<file path="src/rtl/key_conditioner_pkg.sv">
// -----------------------------------------------------------------------------
// key_cond_pkg
// Shared definitions for the key conditioner: the lane count, the lane FSM
// state type, the default timing parameters, the counter widths and the
// saturating increment helpers used by the lane counters.
//
// Optional feature macro: KEY_AUTOREPEAT_EN (auto-repeat, see key_lane).
// -----------------------------------------------------------------------------
package key_cond_pkg;

    localparam int unsigned NUM_LANES = 4;

    localparam int unsigned DEF_DEBOUNCE_CYCLES = 16;
    localparam int unsigned DEF_REPEAT_DELAY    = 64;
    localparam int unsigned DEF_REPEAT_PERIOD   = 16;

    localparam int unsigned DB_CNT_W  = 8;
    localparam int unsigned RPT_CNT_W = 10;

    typedef enum logic [1:0] {
        IDLE         = 2'd0,
        PRESS_WAIT   = 2'd1,
        HELD         = 2'd2,
        RELEASE_WAIT = 2'd3
    } lane_state_t;

    // Counters stick at all-ones instead of wrapping.
    function automatic logic [DB_CNT_W-1:0] db_sat_inc(input logic [DB_CNT_W-1:0] v);
        return (v == '1) ? v : v + 1'b1;
    endfunction

    function automatic logic [RPT_CNT_W-1:0] rpt_sat_inc(input logic [RPT_CNT_W-1:0] v);
        return (v == '1) ? v : v + 1'b1;
    endfunction

endpackage

</file>
<file path="src/rtl/key_conditioner_lane.sv">
// -----------------------------------------------------------------------------
// key_lane
// One key lane: 2-flop synchronizer, debounce FSM (IDLE, PRESS_WAIT, HELD,
// RELEASE_WAIT) with an 8-bit saturating debounce counter and, when
// KEY_AUTOREPEAT_EN is defined, a 10-bit saturating auto-repeat counter.
//
// Ports:
//   clk_i        rising-edge clock
//   reset_n_i    asynchronous active-low reset
//   key_n_i      raw active-low key, asynchronous to clk_i
//   press_o      registered one-cycle pulse per accepted press (and repeats)
//   release_o    registered one-cycle pulse per accepted release
//   held_o       registered debounced level, high while accepted as pressed
//   press_next_o next-cycle value of press_o, lets the top register an OR
//                of all lanes that lines up with press_o
//
// Optional feature macro: KEY_AUTOREPEAT_EN.
// -----------------------------------------------------------------------------
module key_lane
    import key_cond_pkg::*;
#(
    parameter int unsigned DEBOUNCE_CYCLES = DEF_DEBOUNCE_CYCLES,
    parameter int unsigned REPEAT_DELAY    = DEF_REPEAT_DELAY,
    parameter int unsigned REPEAT_PERIOD   = DEF_REPEAT_PERIOD
) (
    input  logic clk_i,
    input  logic reset_n_i,
    input  logic key_n_i,
    output logic press_o,
    output logic release_o,
    output logic held_o,
    output logic press_next_o
);

    localparam logic [DB_CNT_W-1:0] DB_TARGET = DEBOUNCE_CYCLES[DB_CNT_W-1:0];

    logic                sync1_q;
    logic                sync2_q;
    lane_state_t         state_q;
    lane_state_t         state_d;
    logic [DB_CNT_W-1:0] db_cnt_q;
    logic [DB_CNT_W-1:0] db_cnt_d;
    logic                press_q;
    logic                press_d;
    logic                release_q;
    logic                release_d;
    logic                held_q;
    logic                held_d;
    logic                key_low;

`ifdef KEY_AUTOREPEAT_EN
    localparam logic [RPT_CNT_W-1:0] RPT_DELAY_T  = REPEAT_DELAY[RPT_CNT_W-1:0];
    localparam logic [RPT_CNT_W-1:0] RPT_PERIOD_T = REPEAT_PERIOD[RPT_CNT_W-1:0];

    // rpt_cnt counts HELD cycles since the last press pulse; rpt_first
    // selects the initial delay until the first repeat has fired.
    logic [RPT_CNT_W-1:0] rpt_cnt_q;
    logic [RPT_CNT_W-1:0] rpt_cnt_d;
    logic                 rpt_first_q;
    logic                 rpt_first_d;
    logic [RPT_CNT_W-1:0] rpt_inc;
    logic [RPT_CNT_W-1:0] rpt_target;

    assign rpt_inc    = rpt_sat_inc(rpt_cnt_q);
    assign rpt_target = rpt_first_q ? RPT_DELAY_T : RPT_PERIOD_T;
`else
    // Repeat timing has no effect in this build.
    logic unused_repeat_cfg;
    assign unused_repeat_cfg = ^{REPEAT_DELAY[RPT_CNT_W-1:0], REPEAT_PERIOD[RPT_CNT_W-1:0]};
`endif

    assign key_low = ~sync2_q;

    always_comb begin
        state_d   = state_q;
        db_cnt_d  = db_cnt_q;
        press_d   = 1'b0;
        release_d = 1'b0;
        held_d    = held_q;
`ifdef KEY_AUTOREPEAT_EN
        rpt_cnt_d   = rpt_cnt_q;
        rpt_first_d = rpt_first_q;
`endif
        case (state_q)
            IDLE: begin
                if (key_low) begin
                    state_d  = PRESS_WAIT;
                    db_cnt_d = {{(DB_CNT_W-1){1'b0}}, 1'b1};
                end else begin
                    db_cnt_d = '0;
                end
            end

            PRESS_WAIT: begin
                if (!key_low) begin
                    state_d  = IDLE;
                    db_cnt_d = '0;
                end else if (db_cnt_q >= DB_TARGET) begin
                    state_d  = HELD;
                    db_cnt_d = '0;
                    press_d  = 1'b1;
                    held_d   = 1'b1;
`ifdef KEY_AUTOREPEAT_EN
                    rpt_cnt_d   = '0;
                    rpt_first_d = 1'b1;
`endif
                end else begin
                    db_cnt_d = db_sat_inc(db_cnt_q);
                end
            end

            HELD: begin
                if (!key_low) begin
                    state_d  = RELEASE_WAIT;
                    db_cnt_d = {{(DB_CNT_W-1){1'b0}}, 1'b1};
                end else begin
`ifdef KEY_AUTOREPEAT_EN
                    if (rpt_inc >= rpt_target) begin
                        press_d     = 1'b1;
                        rpt_cnt_d   = '0;
                        rpt_first_d = 1'b0;
                    end else begin
                        rpt_cnt_d = rpt_inc;
                    end
`endif
                end
            end

            RELEASE_WAIT: begin
                // Repeat counter is left untouched here so it resumes on a
                // bounce back to HELD.
                if (key_low) begin
                    state_d  = HELD;
                    db_cnt_d = '0;
                end else if (db_cnt_q >= DB_TARGET) begin
                    state_d   = IDLE;
                    db_cnt_d  = '0;
                    release_d = 1'b1;
                    held_d    = 1'b0;
`ifdef KEY_AUTOREPEAT_EN
                    rpt_cnt_d   = '0;
                    rpt_first_d = 1'b1;
`endif
                end else begin
                    db_cnt_d = db_sat_inc(db_cnt_q);
                end
            end

            default: begin
                state_d  = IDLE;
                db_cnt_d = '0;
                held_d   = 1'b0;
            end
        endcase
    end

    always_ff @(posedge clk_i or negedge reset_n_i) begin
        if (!reset_n_i) begin
            sync1_q   <= 1'b1;
            sync2_q   <= 1'b1;
            state_q   <= IDLE;
            db_cnt_q  <= '0;
            press_q   <= 1'b0;
            release_q <= 1'b0;
            held_q    <= 1'b0;
        end else begin
            sync1_q   <= key_n_i;
            sync2_q   <= sync1_q;
            state_q   <= state_d;
            db_cnt_q  <= db_cnt_d;
            press_q   <= press_d;
            release_q <= release_d;
            held_q    <= held_d;
        end
    end

`ifdef KEY_AUTOREPEAT_EN
    always_ff @(posedge clk_i or negedge reset_n_i) begin
        if (!reset_n_i) begin
            rpt_cnt_q   <= '0;
            rpt_first_q <= 1'b1;
        end else begin
            rpt_cnt_q   <= rpt_cnt_d;
            rpt_first_q <= rpt_first_d;
        end
    end
`endif

    assign press_o      = press_q;
    assign release_o    = release_q;
    assign held_o       = held_q;
    assign press_next_o = press_d;

endmodule

</file>
<file path="src/rtl/key_conditioner.sv">
// -----------------------------------------------------------------------------
// key_conditioner
// Debounces NUM_LANES raw active-low keys into press/release pulses and a
// held level per lane, plus a combined any_press pulse.
//
// Ports:
//   clk_i        rising-edge clock (shared with the gameplay stage)
//   reset_n_i    asynchronous active-low reset
//   key_n_i      raw active-low keys, bit 3 is the leftmost lane
//   press_o      per-lane one-cycle press pulse (plus repeats when enabled)
//   release_o    per-lane one-cycle release pulse
//   held_o       per-lane debounced level
//   any_press_o  OR of press_o, registered so it is high in the same cycle
//
// Optional feature macro: KEY_AUTOREPEAT_EN (per-lane auto-repeat).
// -----------------------------------------------------------------------------
module key_conditioner
    import key_cond_pkg::*;
#(
    parameter int unsigned DEBOUNCE_CYCLES = DEF_DEBOUNCE_CYCLES,
    parameter int unsigned REPEAT_DELAY    = DEF_REPEAT_DELAY,
    parameter int unsigned REPEAT_PERIOD   = DEF_REPEAT_PERIOD
) (
    input  logic                 clk_i,
    input  logic                 reset_n_i,
    input  logic [NUM_LANES-1:0] key_n_i,
    output logic [NUM_LANES-1:0] press_o,
    output logic [NUM_LANES-1:0] release_o,
    output logic [NUM_LANES-1:0] held_o,
    output logic                 any_press_o
);

    logic [NUM_LANES-1:0] press_next;
    logic                 any_press_q;

    for (genvar g = 0; g < NUM_LANES; g++) begin : g_lane
        key_lane #(
            .DEBOUNCE_CYCLES (DEBOUNCE_CYCLES),
            .REPEAT_DELAY    (REPEAT_DELAY),
            .REPEAT_PERIOD   (REPEAT_PERIOD)
        ) u_lane (
            .clk_i        (clk_i),
            .reset_n_i    (reset_n_i),
            .key_n_i      (key_n_i[g]),
            .press_o      (press_o[g]),
            .release_o    (release_o[g]),
            .held_o       (held_o[g]),
            .press_next_o (press_next[g])
        );
    end

    // Registered from the lanes' next-cycle press values so it lines up
    // with press_o rather than trailing it by a cycle.
    always_ff @(posedge clk_i or negedge reset_n_i) begin
        if (!reset_n_i) begin
            any_press_q <= 1'b0;
        end else begin
            any_press_q <= |press_next;
        end
    end

    assign any_press_o = any_press_q;

endmodule

</file>
<file path="config.mk">
export PLATFORM = sky130hd
export DESIGN_NAME = key_conditioner
export DESIGN_NICKNAME = d
export VERILOG_FILES = /design/src/rtl/key_conditioner_pkg.sv /design/src/rtl/key_conditioner_lane.sv /design/src/rtl/key_conditioner.sv
export SDC_FILE = /design/constraint.sdc
export NUM_CORES = 1
export LEC_CHECK = 0
export ABC_AREA = 0
export BUFFER_PORTS_ARGS = -buffer_cell sky130_fd_sc_hd__buf_2
export CAP_MARGIN = 20
export CORE_MARGIN = 2
export CORE_UTILIZATION = 35
export DETAILED_ROUTE_END_ITERATION = 12
export PLACE_DENSITY_LB_ADDON = 0.08
export SLEW_MARGIN = 15
export SYNTH_ARGS = -nofsm -noshare
export SYNTH_HDL_FRONTEND = slang
export SYNTH_SLANG_ARGS = --single-unit
</file>
<file path="constraint.sdc">
create_clock -name clk_i -period 3.3 [get_ports clk_i]
set_input_delay 0.33 -clock clk_i [delete_from_list [all_inputs] [get_ports clk_i]]
set_output_delay 0.33 -clock clk_i [all_outputs]
set_load 0.005 [all_outputs]
</file>
# [After elaboration in Yosys (flattened, before gate mapping)]
# Index checks and enable logic that the tools add are counted.
[totals] register_bits=61 in_bits=6
[op_classes] n_addsub=4 order_cmp=4 n_eq_ne=48 n_mux=96 reduce_logical=17
[op_table] cell="$mux W8" n=20
[op_table] cell="$pmux W8 S4" n=4
[op_table] cell="$mux W2" n=24
[op_table] cell="$mux W1" n=40
[op_table] cell="$add A8 B1 Y8 const B" n=4
[op_table] cell="$eq A8 B8 Y1 const B" n=4
[op_table] cell="$ge A8 B5 Y1 const B" n=4
[op_table] cell="$ne A2 B1 Y1 const B" n=16
[op_table] cell="$pmux W2 S4" n=4
[op_table] cell="$reduce_and A5 Y1" n=4
[op_table] cell="$eq A2 B2 Y1 const B" n=8
[op_table] cell="$ne A2 B2 Y1 const B" n=8
[op_table] cell="$reduce_and A4 Y1" n=4
[op_table] cell="$ne A3 B1 Y1 const B" n=4
[op_table] cell="$ne A3 B3 Y1 const B" n=4
[op_table] cell="$eq A2 B1 Y1 const B" n=4
[op_table] cell="$logic_not A2 Y1" n=4
[op_table] cell="$pmux W1 S2" n=4
[op_table] cell="$reduce_bool A2 Y1" n=4
[op_table] cell="$reduce_or A4 Y1" n=1

# [Depth between registers and ports, before layout]
# Gate-level depths: netlist of run 1.
[depth] word_depth=5 ltp_mapped=4 mapped_depth_nobuf=4

# [By module]
# Synthesis of run 1 repeated with hierarchy kept, for this count alone.
[hier_totals] cells_unflattened=230 hier_area_um2=2785.2
[modules_own_cells] mod="key_lane" instances=4 cells_each=57 area_per_inst_um2=688.2
[modules_own_cells] mod="key_conditioner" instances=1 cells_each=2 area_per_inst_um2=32.5

# [Worst setup path before layout of run 1]
# Ideal clock, no wire load.
[synth_path] path_kind="register to register" startpoint="register g_lane[2].u_lane.db_cnt_q[4]" endpoint="register any_press_q, in the netlist any_press_o" arrival_time_ps=1436 required_time_ps=3161 path_slack_ps=1725 stages_incl_launch_ff=4 path_buffers=0 path_cell_list="dfrtp_1 -> o41ai_4 -> nor3_2 -> or4_1"
[synth_via] elab_chain_len=5
[synth_rtl] element="start: declaration" line_no="key_conditioner_lane.sv:41" text="logic [DB_CNT_W-1:0] db_cnt_q;"
[synth_rtl] element="start signal: assignment" line_no="key_conditioner_lane.sv:170" text="db_cnt_q <= db_cnt_d;"
[synth_rtl] element="$ge A8 B5 Y1" line_no="key_conditioner_lane.sv:98" text="end else if (db_cnt_q >= DB_TARGET) begin"
[synth_rtl] element="$mux W1" line_no="key_conditioner_lane.sv:98"
[synth_rtl] element="$mux W1" line_no="key_conditioner_lane.sv:95" text="if (!key_low) begin"
[synth_rtl] element="$mux W1" line_no="key_conditioner_lane.sv:84" text="case (state_q)"
[synth_rtl] element="named net g_lane[2].u_lane.press_next_o" line_no="key_conditioner_lane.sv:32" text="output logic press_next_o"
[synth_rtl] element="$reduce_or A4 Y1" line_no="key_conditioner.sv:58" text="any_press_q <= |press_next;"
[synth_rtl] element="end signal: assignment" line_no="key_conditioner.sv:58"
[synth_rtl] element="end: declaration" line_no="key_conditioner.sv:34" text="logic any_press_q;"
# The timed path passes the listed nets, and every way through them passes these cells.
# A chain may end at the register's enable or synchronous reset.

# [Worst setup path after layout of run 1]
# Ends and elaborated chain as after synthesis.

==> results of run 1 <==
## cells in the mapped netlist
master / instances / area (um2)
a2bb2oi_1: 3 / 26.3
nand2b_1: 3 / 18.8
nand2_1: 19 / 71.3
nand4_1: 1 / 6.26
o22ai_1: 8 / 50.1
nor3_1: 7 / 35.0
clkbuf_1: 3 / 11.3
ha_1: 8 / 100
nand3_1: 9 / 45.0
a211o_2: 1 / 10.0
a221oi_1: 3 / 26.3
a22oi_1: 4 / 30.0
nor4_1: 4 / 25.0
a41o_1: 2 / 20.0
a22o_1: 3 / 26.3
and4_1: 4 / 35.0
dfrtp_1: 53 / 1330
a41oi_1: 6 / 52.6
o41ai_1: 3 / 26.3
nor3_2: 1 / 10.0
and2_2: 1 / 7.51
o21ai_0: 11 / 55.1
nor3b_1: 4 / 30.0
o41ai_2: 1 / 16.3
a21boi_0: 1 / 7.51
buf_4: 12 / 90.1
a21oi_1: 1 / 5.00
and2_1: 15 / 93.8
or4_1: 1 / 7.51
xnor2_1: 4 / 35.0
o41ai_4: 3 / 82.6
and3_1: 4 / 25.0
inv_1: 24 / 90.1
dfstp_2: 8 / 210
nor2_1: 4 / 15.0
## cells by family after synthesis
group	after synthesis
adders and majority gates	8
and+or+nand+nor	77
AOI/OAI and AO/OA	50
DFF	61
buffers and inverters	39
xor gates and xnor gates	4
## state kept, by name (all words and copies together), names as in the netlist, named ones only
name                     cells
any_press_o                  1
g_lane.u_lane.db_cnt_q      32
g_lane.u_lane.held_o         4
g_lane.u_lane.press_o        4
g_lane.u_lane.release_o      4
g_lane.u_lane.state_q        4
g_lane.u_lane.sync1_q        4
g_lane.u_lane.sync2_q        4
## stage by stage
| stage | util, % | std cells | setup WS [ns] |
|---|---|---|---|
| 2_1_floorplan | - | 239 | 1.73 |
| 3_3_place_gp | 37.2 | 345 | 1.61 |
| 3_5_place_dp | 37.2 | 345 | 1.59 |
| 4_1_cts | 40.2 | 361 | 1.58 |
| 5_1_grt | 40.2 | 361 | 1.40 |
| 6_report | 40.2 | 361 | 1.60 |
## path summary, 6_finish.rpt
path                                                          start                                  endpoint  slack (ns)  cells after the start
max                        g_lane[2].u_lane.db_cnt_q[4]$_DFFE_PN0N_                     any_press_o$_DFF_PN0_        1.60                      3
min                                                       reset_n_i  g_lane[0].u_lane.db_cnt_q[2]$_DFFE_PN0N_      -0.003                      1
max reg2reg                g_lane[2].u_lane.db_cnt_q[4]$_DFFE_PN0N_                     any_press_o$_DFF_PN0_        1.60                      3
min reg2reg                      g_lane[1].u_lane.sync1_q$_DFF_PN1_        g_lane[1].u_lane.sync2_q$_DFF_PN1_        0.36                      0
max in group asynchronous                                 reset_n_i        g_lane[2].u_lane.sync1_q$_DFF_PN1_        2.38                      2
min in group clk_i                                       key_n_i[3]        g_lane[3].u_lane.sync1_q$_DFF_PN1_        0.09                      1
## cells in the final DEF (no fill, tap or decap), types with 8 or more instances in the layout
cell type / n
dfstp_2: 8
nand2_1: 19
dfrtp_1: 53
o21ai_0: 11
clkbuf_8: 11
and2_1: 15
nand3_1: 9
o22ai_1: 8
buf_2: 18
inv_1: 24
ha_1: 8
## layer usage
layer	share of wire [%]	track usage [%]
met1	51	17.3
met3	4.4	3.94
met5	0	0
met4	2.5	7.46
met2	42	17.3
## where the power goes
group | internal [W] | switching (W) | leakage, nW
Sequential | 0.000766 | 0.0000176 | 0.806
Clock | 0.000464 | 0.000286 | 0.116
Combinational | 0.0000196 | 0.0000325 | 0.510
Total | 0.00125 | 0.000336 | 1.43
## cell type report
| cell class | count | area (um2) | share of cell area [%] |
|---|---|---|---|
| clock buffer | 12 | 155 | 5.05 |
| clock inverter | 4 | 70.1 | 2.28 |
| inverter | 24 | 90.1 | 2.93 |
| multi-input combinational | 139 | 995 | 32.4 |
| sequential | 61 | 1540 | 50.0 |
| tap | 102 | 128 | 4.15 |
| timing repair buffer | 19 | 97.6 | 3.18 |
==> reports/results.tsv, run 1 <==
stage	metric	value	unit
power_and_ir_drop	p_total	0.00159	W
global_route	grt-ovfl-total	0	
cts	post-cts-setup-buffer-count	0	
timing	relSlewSlack	45.1	%
worst_setup_path	crit_arrival	1.91	ns
floorplanning	rows	32	
synthesis	syn_area	2720	um2
worst_setup_path	crit_path_end_kind	register	
placed_design	port_buffers	18	
timing	tns	0	ns
worst_setup_path	worst-setup-path-type	reg2reg	
cts	htree_levels	3	
worst_setup_path	crit_family	simple AND/OR/NAND/NOR gates	
synthesis	synth-simple-area-share	15.6	%
routing	vias	1736	
outcome	run_status	complete, but fails checks	
synthesis	syn_nets	253	
cts	insertion_delay	0.34	ns
routing	vias_per_cell	4.81	
placed_design	gp_congestion	0.776	
synthesis	yosysSeqAreaShare	56.4	%
synthesis	syn_avg_cell_area	11.4	um2
timing	timing.final.crit_period	1.70	ns
routing	ant_nets	0	
synthesis	synth_compound_area_share	15.9	%
timing	hold_ws	-0.00303	ns
timing	worst_clock_skew	0.00640	ns
final_layout	fin_nets	268	
final_layout	drive_gt1_share	18.9	%
worst_setup_path	critical_path_buf_inv_count	0	
routing	wire_per_inst	12.9	um
routing	firstDrtPassIters	4	
worst_setup_path	critPathMaxStageDelay	0.53	ns
worst_setup_path	start_kind	register	
timing	hold_violations	3	
cts	clk_pin_slew	0.07	ns
power_and_ir_drop	p_leak	1.43	nW
final_layout	final_area	3070	um2
routing	drt-total-wl	4.67	mm
final_layout	fillers	732	
power_and_ir_drop	vdd_ir_drop_max	0.214	mV
timing	max_clock_freq	587	MHz
synthesis	synthCells	239	
synthesis	synth_cell_types	35	
floorplanning	dieArea	8500	um2
run	maxCapViolCount	0	
worst_setup_path	crit_chain	o41ai_4, nor3_2, or4_1	
cts	clock_sinks	61	
worst_setup_path	crit_slowest_cell	or4_1	
synthesis	yosys_warnings	0	
floorplanning	die_h	92.2	um
global_route	antenna_found_initial	0	
cts	cts_buffer_depth	2	
cts	cts_tree	built	
global_route	track_usage	12.6	%
routing	drc	0	
cts	cts-root-buf	clkbuf_8	
worst_setup_path	crit_fanout	6	
timing	drv_slew	0	
final_layout	area_delta_synth_final	12.8	%
outcome	violations	hold timing	
power_and_ir_drop	power_density	516	nW/um2
synthesis	synth_fa_ha_area_share	3.68	%
cts	cts_buffers	9	
timing	tightest_slew	0.822	ns
routing	drtIter0Drc	63	
worst_setup_path	crit_required	3.50	ns
timing	setup_viol	0	
synthesis	yosys-mux-area-fraction	0	%
floorplanning	initial_core_util	35.6	%
timing	post-route-period-util	51.6	%
floorplanning	io_pins	19	
hold_path	hp-class	in2async	
placed_design	placed_area	2850	um2
floorplanning	core_area	7650	um2
floorplanning	fp.dieW	92.2	um
timing	rsz0062_at_grt	no	
placed_design	dpl.hpwl	3.17	mm
synthesis	synth-xor-area-share	1.29	%
global_route	grt_max_degree	38	
synthesis	synth_top_family_by_area	compound AO/OA/AOI/OAI gates	
final_layout	antenna_cells	0	
global_route	grt_pass1_vias	1703	
synthesis	synth-seq-cells	61	
global_route	grt_pass1_wl	8.16	mm
cts	post_cts_resized	0	
cts	cts_hold_repair.buffers	0	
(Power assumes the default switching activity.)
==> run 2, diff against run 1 <==
clock period = 1.5 ns   (was 3.3 ns; I/O delays follow)
==> run 2 against run 1 <==
  * Non-clock buffer count up 30
  * The flow now finishes without violations
  * Design area up 8.1%
  * Worst hold slack better by 0.36 ns
  * Critical endpoint unchanged
  * Utilization up 3.3 points
  * Clock power up 70%
  * Wire length up 6.7%
  * First-iteration DRC count down 3.2%
  * Count of clock-buffer cells in the layout up 1
  * Largest power group unchanged
  * Critical path depth unchanged
==> reports/results.tsv, run 2 (same netlist as run 1, synthesis figures left out) <==
stage	metric	value	unit	change
worst_setup_path	crit_family	simple AND/OR/NAND/NOR gates		unchanged
worst_setup_path	crit_required	1.71	ns	was 3.50 ns
final_layout	post-route-util	43.4	%	was 40.2%
cts	htree_levels	3		unchanged
worst_setup_path	start_kind	register		unchanged
routing	firstDrtPassIters	4		unchanged
timing	hold_violations	0		was 3
floorplanning	io_pins	19		unchanged
placed_design	gp_congestion	0.763		was 0.776
run	maxCapViolCount	0		unchanged
worst_setup_path	crit_path_end_kind	register		unchanged
timing	post-route-period-util	99.9	%	was 51.6%
placed_design	dpl.hpwl	3.36	mm	was 3.17 mm
outcome	run_status	complete, no violations		was complete, but fails checks
placed_design	port_buffers	18		unchanged
cts	cts_tree	built		unchanged
routing	vias_per_cell	4.78		was 4.81
placed_design	placed_area	3060	um2	was 2850 um2
final_layout	final_area	3320	um2	was 3070 um2
final_layout	fillers	745		was 732
routing	drtIter0Drc	61		was 63
worst_setup_path	crit_slowest_cell	or4_1		unchanged
power_and_ir_drop	power_density	948	nW/um2	was 516 nW/um2
floorplanning	rows	32		unchanged
timing	drv_slew	0		unchanged
timing	tightest_slew	0.387	ns	was 0.822 ns
final_layout	area_delta_synth_final	22.0	%	was 12.8%
placed_design	pre_cts_ws	-0.00474	ns	was 1.59 ns
cts	clock_sinks	61		unchanged
power_and_ir_drop	vdd_ir_drop_max	0.418	mV	was 0.214 mV
timing	setup_ws	0.00133	ns	was 1.60 ns
timing	worst_clock_skew	0.00982	ns	was 0.00640 ns
worst_setup_path	crit_fanout	3		was 6
floorplanning	die_h	92.2	um	unchanged
timing	relSlewSlack	74.1	%	was 45.1%
global_route	antenna_found_initial	0		unchanged
final_layout	drive_gt1_share	28.1	%	was 18.9%
global_route	grt-ovfl-total	0		unchanged
cts	cts_buffer_depth	2		unchanged
hold_path	hp-class	in2async		unchanged
worst_setup_path	critical_path_buf_inv_count	0		unchanged
floorplanning	initial_core_util	35.6	%	unchanged
worst_setup_path	crit_chain	o41ai_4, nor3_2, or4_1		unchanged
final_layout	fin_nets	298		was 268
timing	rsz0062_at_grt	yes		was no
power_and_ir_drop	p_leak	1.56	nW	was 1.43 nW
routing	vias	1863		was 1736
routing	drt-total-wl	4.98	mm	was 4.67 mm
routing	wire_per_inst	12.8	um	was 12.9 um
cts	clk_pin_slew	0.07	ns	about the same
floorplanning	dieArea	8500	um2	unchanged
global_route	grt_pass1_wl	9.05	mm	was 8.16 mm
final_layout	final_cell_mix	51 x dfrtp_1, 24 x inv_1, 24 x buf_4, 19 x nand2_1, 18 x buf_2		was 53 x dfrtp_1, 24 x inv_1, 19 x nand2_1, 18 x buf_2, 15 x and2_1
final_layout	largest_reg_flops	32		unchanged
timing	setup_viol	0		unchanged
routing	drc	0		unchanged
global_route	track_usage	13.7	%	was 12.6%
cts	insertion_delay	0.33	ns	was 0.34 ns
routing	ant_nets	0		unchanged
worst_setup_path	crit_arrival	1.71	ns	was 1.91 ns
global_route	grt_pass1_vias	1912		was 1703
final_layout	largest_register	g_lane.u_lane.db_cnt_q		unchanged
global_route	grt_max_degree	62		was 38
cts	cts-root-buf	clkbuf_8		unchanged
timing	timing.final.crit_period	1.50	ns	was 1.70 ns
worst_setup_path	critPathMaxStageDelay	0.51	ns	was 0.53 ns
worst_setup_path	reg2reg_slack	0.001	ns	was 1.60 ns
worst_setup_path	worst-setup-path-type	reg2reg		unchanged
final_layout	layout_commonest_cell	dfrtp_1		unchanged
timing	max_clock_freq	667	MHz	was 587 MHz
floorplanning	core_area	7650	um2	unchanged
final_layout	antenna_cells	0		unchanged
floorplanning	fp.dieW	92.2	um	unchanged
cts	cts_buffers	9		unchanged
run 2: per-layer routing:
| layer | wire, um | up-vias | part of all wire, % | track usage (%) |
|---|---|---|---|---|
| met5 | 0 | - | 0 | 0 |
| met1 | 2500 | 904 | 50 | 18.9 |
| met4 | 75 | 0 | 1.5 | 5.97 |
| met2 | 2230 | 20 | 45 | 19.6 |
| li1 | - | 931 | - | - |
| met3 | 170 | 8 | 3.4 | 4.35 |
run 2: worst reg2reg max path, cell delays in order, from the launching register on:
cell and delay [ns]:
dfrtp_1 0.43, o41ai_4 0.37, nor3_2 0.07, or4_1 0.51
run 2: what timing repair did:
action / CTS / global route
endpoints found under the hold margin: 57 / 0
hold buffers: 5 / 0
endpoints found under the setup margin: 1 / 21
setup buffers: 0 / 1
gates resized for setup: 0 / 9
pin swaps: 0 / 2
run 2: worst paths after layout:
check / start / end / cells after the start
max: g_lane[1].u_lane.db_cnt_q[4]$_DFFE_PN0N_ / any_press_o$_DFF_PN0_ / 3
min: reset_n_i / g_lane[0].u_lane.db_cnt_q[0]$_DFFE_PN0N_ / 3
max reg2reg: g_lane[1].u_lane.db_cnt_q[4]$_DFFE_PN0N_ / any_press_o$_DFF_PN0_ / 3
min reg2reg: g_lane[0].u_lane.sync1_q$_DFF_PN1_ / g_lane[0].u_lane.sync2_q$_DFF_PN1_ / 0
max in group asynchronous: reset_n_i / g_lane[2].u_lane.sync1_q$_DFF_PN1_ / 3
min in group clk_i: g_lane[0].u_lane.sync1_q$_DFF_PN1_ / g_lane[0].u_lane.sync2_q$_DFF_PN1_ / 0
run 2: layout make-up:
type / count / area (um2) / area share (%)
Sequential cell: 61 / 1540 / 46.3
Multi-Input combinational cell: 139 / 1040 / 31.4
Timing Repair Buffer: 49 / 352 / 10.6
Clock buffer: 13 / 159 / 4.79
Tap cell: 102 / 128 / 3.84
Inverter: 24 / 90.1 / 2.71
Clock inverter: 2 / 10.0 / 0.301
run 2: where the power goes:
group	internal (W)	switching, W	leakage, nW
logic	0.0000662	0.0000770	0.671
registers	0.00169	0.0000403	0.803
clock network	0.000677	0.000601	0.0893
run 2: through the flow:
step | TNS, ns | hold slack (ns) | power [W] | std cells
floorplan | -0.0523 | -0.146 | 0.00181 | 239
global placement | 0 | 0.189 | 0.00189 | 369
detailed placement | -0.00474 | 0.188 | 0.00189 | 369
CTS | -0.0145 | 0.357 | 0.00322 | 389
global route | -0.0759 | 0.365 | 0.00333 | 390
finish | 0 | 0.354 | 0.00315 | 390
